### src/rtl/inst_prefetch_queue.sv
// Instruction prefetch queue: sequential word fetcher feeding a DEPTH-entry {instr, pc} FIFO for the IF stage.
// Optional ack-cycle forwarding into an empty queue is enabled by defining INST_PREFETCH_BYPASS_EN.
module inst_prefetch_queue #(
    parameter int          DEPTH    = 4,
    parameter logic [31:0] RESET_PC = 32'h0000_0000
) (
    input  logic        clk,
    input  logic        reset,
    input  logic        redirect_valid,
    input  logic [31:0] redirect_pc,
    input  logic        deq,
    output logic        instr_valid,
    output logic [31:0] instr_out,
    output logic [31:0] pc_out,
    output logic [31:0] pc_plus4_out,
    output logic        mem_req,
    output logic [31:0] mem_addr,
    input  logic        mem_ack,
    input  logic [31:0] mem_rdata
);
    localparam int AW = (DEPTH > 1) ? $clog2(DEPTH) : 1;
    localparam int CW = AW + 1;
    localparam logic [CW-1:0] DEPTH_C = CW'(DEPTH);

    typedef enum logic [1:0] {
        IDLE    = 2'd0,
        REQ     = 2'd1,
        DISCARD = 2'd2
    } state_t;

    state_t        state, state_next;
    logic [31:0]   fetch_pc, fetch_pc_next;
    logic [31:0]   target, target_next;
    logic [31:0]   redirect_tgt;
    logic [31:0]   fifo_instr [DEPTH];
    logic [31:0]   fifo_pc    [DEPTH];
    logic [AW-1:0] rd_ptr, wr_ptr;
    logic [CW-1:0] count, count_next;
    logic          take, push, pop, flush, bypass_hit;

    // Ack-cycle forwarding is only possible while the queue is empty and the request is live.
    always_comb begin
`ifdef INST_PREFETCH_BYPASS_EN
        bypass_hit = (state == REQ) && mem_ack && !redirect_valid && (count == {CW{1'b0}});
`else
        bypass_hit = 1'b0;
`endif
    end

    // FIFO bookkeeping and fetch FSM next-state logic.
    always_comb begin
        state_next    = state;
        fetch_pc_next = fetch_pc;
        target_next   = target;
        redirect_tgt  = redirect_pc & ~32'd3;
        flush         = redirect_valid;
        take          = (state == REQ) && mem_ack && !redirect_valid;
        push          = take && !(bypass_hit && deq);
        pop           = deq && (count != {CW{1'b0}}) && !redirect_valid;
        if (flush) begin
            count_next = {CW{1'b0}};
        end else begin
            count_next = count + CW'(push) - CW'(pop);
        end

        case (state)
            IDLE: begin
                if (redirect_valid) begin
                    fetch_pc_next = redirect_tgt;
                end else if (count_next < DEPTH_C) begin
                    state_next = REQ;
                end else begin
                    state_next = IDLE;
                end
            end
            REQ: begin
                if (redirect_valid && mem_ack) begin
                    fetch_pc_next = redirect_tgt;
                end else if (redirect_valid) begin
                    // Keep the stale address on the bus until the memory acks it.
                    state_next  = DISCARD;
                    target_next = redirect_tgt;
                end else if (mem_ack) begin
                    fetch_pc_next = fetch_pc + 32'd4;
                    state_next    = (count_next < DEPTH_C) ? REQ : IDLE;
                end else begin
                    state_next = REQ;
                end
            end
            DISCARD: begin
                if (mem_ack && redirect_valid) begin
                    fetch_pc_next = redirect_tgt;
                    state_next    = IDLE;
                end else if (mem_ack) begin
                    fetch_pc_next = target;
                    state_next    = REQ;
                end else if (redirect_valid) begin
                    target_next = redirect_tgt;
                end else begin
                    state_next = DISCARD;
                end
            end
            default: begin
                state_next = IDLE;
            end
        endcase
    end

    // Control registers: FSM state, fetch address, redirect target, FIFO pointers.
    always_ff @(posedge clk) begin
        if (reset) begin
            state    <= IDLE;
            fetch_pc <= RESET_PC;
            target   <= RESET_PC;
            rd_ptr   <= {AW{1'b0}};
            wr_ptr   <= {AW{1'b0}};
            count    <= {CW{1'b0}};
        end else begin
            state    <= state_next;
            fetch_pc <= fetch_pc_next;
            target   <= target_next;
            count    <= count_next;
            if (flush) begin
                rd_ptr <= {AW{1'b0}};
                wr_ptr <= {AW{1'b0}};
            end else begin
                rd_ptr <= pop  ? rd_ptr + AW'(1) : rd_ptr;
                wr_ptr <= push ? wr_ptr + AW'(1) : wr_ptr;
            end
        end
    end

    // FIFO storage; cleared on reset so the head outputs read zero.
    always_ff @(posedge clk) begin
        if (reset) begin
            for (int i = 0; i < DEPTH; i++) begin
                fifo_instr[i] <= 32'd0;
                fifo_pc[i]    <= 32'd0;
            end
        end else if (push) begin
            fifo_instr[wr_ptr] <= mem_rdata;
            fifo_pc[wr_ptr]    <= fetch_pc;
        end
    end

    // Head presentation and memory interface.
    always_comb begin
        instr_valid  = (count != {CW{1'b0}}) || bypass_hit;
        instr_out    = bypass_hit ? mem_rdata : fifo_instr[rd_ptr];
        pc_out       = bypass_hit ? fetch_pc  : fifo_pc[rd_ptr];
        pc_plus4_out = pc_out + 32'd4;
        mem_req      = (state != IDLE);
        mem_addr     = fetch_pc;
    end
endmodule

### config.mk
export PLATFORM = sky130hd
export DESIGN_NAME = inst_prefetch_queue
export DESIGN_NICKNAME = d
export VERILOG_FILES = /design/src/rtl/inst_prefetch_queue.sv
export SDC_FILE = /design/constraint.sdc
export NUM_CORES = 1
export LEC_CHECK = 0
export CAP_MARGIN = 20
export CORE_ASPECT_RATIO = 1.25
export CORE_MARGIN = 8
export CORE_UTILIZATION = 50
export CTS_BUF_LIST = sky130_fd_sc_hd__clkbuf_8
export CTS_CLUSTER_DIAMETER = 120
export CTS_CLUSTER_SIZE = 24
export DETAILED_ROUTE_END_ITERATION = 6
export PLACE_DENSITY = 0.74
export SETUP_SLACK_MARGIN = 0.5
export SLEW_MARGIN = 20
export SYNTH_ARGS = -nofsm -noshare
export SYNTH_HDL_FRONTEND = slang
export SYNTH_SLANG_ARGS = --single-unit
### constraint.sdc
create_clock -name clk -period 7.5 [get_ports clk]
set_input_delay 1.5 -clock clk [delete_from_list [all_inputs] [get_ports clk]]
set_output_delay 1.5 -clock clk [all_outputs]
set_load 0.005 [all_outputs]
==> flow_metrics.tcl <==
set metrics [dict create \
    gp_congestion 0.874 \
    synth_cell_type_count 71 \
    cap_violations 0 \
    worst_setup_hold_path_clk_slew_ns 0.14 \
    slew_headroom_pct 32.7 \
    ys_dominant_reg_cell "edfxtp_1" \
    clock_latency_ns 0.56 \
    num_rows 71 \
    fill_cells 2482 \
    critical_path_required_ns 6.00 \
    drtPass1Iterations 5 \
    clock.fmax_mhz 182 \
    powerDensity_mw_per_mm2 203 \
    initial_core_util_pct 50.2 \
    antenna_found_initial 2 \
    path_class "reg2out" \
    final_common_cell "edfxtp_1" \
    dieArea_mm2 0.0357 \
    finalHoldViolations 0 \
    r2r_slack_ns 4.37 \
    setup_viol 0 \
    grt_setup_unrepaired "false" \
    tritoncts "yes" \
    grt_start_max_net_pins 64 \
    post-dp-hpwl_mm 23.7 \
    register_area_mm2 0.00899 \
    hp-class "reg2reg" \
    fin_tns_setup_ns 0 \
    synth_edf_count 252 \
    final_cell_mix "edfxtp_1 (252), nor2_1 (231), clkdlybuf4s50_1 (193)" \
    vdd_drop_max_mv 0.129 \
    min_period_over_period_pct 73.3 \
    dr.first_iter.drc_count 935 \
    cp-start-kind "flip-flop" \
    status "finished clean" \
    fin_nets 1498 \
    clock-root-buffer "clkbuf_8" \
    yosysSeqAreaShare_pct 60.1 \
    core-area_mm2 0.0298 \
    cp_max_fo 33 \
    drive_above_1_share_pct 7.48 \
    drt-total-wl_mm 37.3 \
    fp.dieW_um 171 \
    async_reset_ff_share_pct 0 \
    num_vias 10400 \
    critPathCaptureType "output pin" \
    postCtsSetupBuffers 0 \
    worst_pin_slew_ns 1.01 \
    hold_buffers 0 \
    slew_violations 0 \
    portBuffers 194 \
    cts_max_level 1 \
    area_growth_pct 17.0 \
    yosysWarnings 0 \
    grt_pass1_vias 10500 \
    numCtsBuffers 17 \
    wire_per_inst_um 20.4 \
    grt-ovfl-total 0 \
    p_leak_uw 0.00633 \
    ant_nets 0 \
    ys_seq_elements 323 \
    grt_pass1_wl_mm 58.2 \
    critPathArrivalTime_ns 3.99 \
    cts_resized 0 \
    period_minus_slack_ns 5.49 \
    grtUsageTotal_pct 20.7 \
    multiInputGateArea_mm2 0.00536 \
    syn_avg_cell_area_um2 11.7 \
    final_util_pct 58.8 \
    clock_path_buffers 3 \
    drcViolationCount 0 \
    skew_ns 0.0333 \
    syn_inst 1273 \
    via_per_inst 5.66 \
    die_y_um 209 \
    cts.sink_count 323 \
    pin_count 199 \
    netlist_area_mm2 0.0149 \
]
==> critical path, cell delays in order (launching register included) <==
cell             delay [ns]
dfxtp_4                0.76
buf_4                  0.67
mux4_2                 0.43
nand3_1                0.15
nor4_4                 0.38
nand3_1                0.17
xnor2_1                0.28
clkdlybuf4s50_1        0.57
==> per-layer routing <==
metal,track usage (%),part of all wire [%],vias to the layer above
li1,-,-,4827
met1,25.8,39,5084
met2,36.1,50,392
met3,3.08,7.6,68
met4,7.06,3.3,2
met5,0,0.035,-
==> kinds of logic (layout without fill, tap and decap cells) <==
kind of cell | Yosys count | in the layout | share of synthesized area, %
flip-flops | 323 | 323 | 60.1
AND/OR/NAND/NOR | 497 | 497 | 14.7
buffers and inverters | 164 | 317 | 4.57
adder cells (fa/ha/maj) | 8 | 8 | 0.720
other | 1 | 7 | 0.0251
multiplexers | 66 | 66 | 9.99
AO/OA/AOI/OAI | 174 | 174 | 7.42
XOR/XNOR | 40 | 40 | 2.44
==> metrics by stage <==
step	cells	setup slack (ns)	hold slack [ns]	total power, uW	area [um2]
floorplan	1278	0.565	0.434	2510	15000
global placement	1803	2.52	0.441	2820	17200
detailed placement	1803	2.51	0.447	2830	17200
CTS	1832	1.87	0.467	3570	17500
global route	1833	1.68	0.489	3690	17500
finish	1833	2.01	0.464	3550	17500
==> path summary, 6_finish.rpt <==
check | startpoint | to | cells past startpoint
min reg2reg | target[15] | target[15] | 2
max | flip-flop | pc_plus4_out[30] | 7
min | target[15] | target[15] | 2
max reg2reg | state[1] | fifo_pc[2][16] | 7
==> flip-flops by register name, summed over array words and instances, names as in the netlist, named ones only <==
name	count
fifo_pc	124
state	2
mem_addr	30
count	3
fifo_instr	128
target	30
rd_ptr	2
wr_ptr	2
==> synth_stat cells (all sizes together), types with 6 or more instances <==
cell type  instances  share of area, %
xnor2             29               1.7
buf               23               1.0
o21a               7              0.35
nor4              10              0.56
nand4             14              0.83
edfxtp           252                51
ha                 7              0.59
xor2              10              0.59
a221oi            10              0.59
and4               7              0.41
nor2             232               5.8
a22oi              7              0.35
nand2            164               4.1
mux4              63               9.8
o21ai             39               1.3
a21oi             58               1.9
nand3             22              0.77
or3                9              0.38
a221o              6              0.40
a211oi             6              0.30
nor3              13              0.62
inv               81               2.0
dfxtp             71               9.5
and2               6              0.25
clkbuf            60               1.5
==> layout make-up <==
| class | count | share of cell area [%] |
|---|---|---|
| clock inverter | 12 | 0.329 |
| clock buffer | 17 | 1.34 |
| inverter | 81 | 1.74 |
| antenna | 1 | 0.0143 |
| timing repair buffer | 207 | 11.6 |
| tap | 401 | 2.87 |
| multi-input combinational | 791 | 30.6 |
| sequential | 323 | 51.4 |
==> power breakdown <==
part	switching, uW	internal (uW)	leakage [uW]
combinational	348	307	0.00295
sequential	98.5	2040	0.00319
clock	529	222	0.000188
Note: power is estimated with default switching activity, not from simulation.
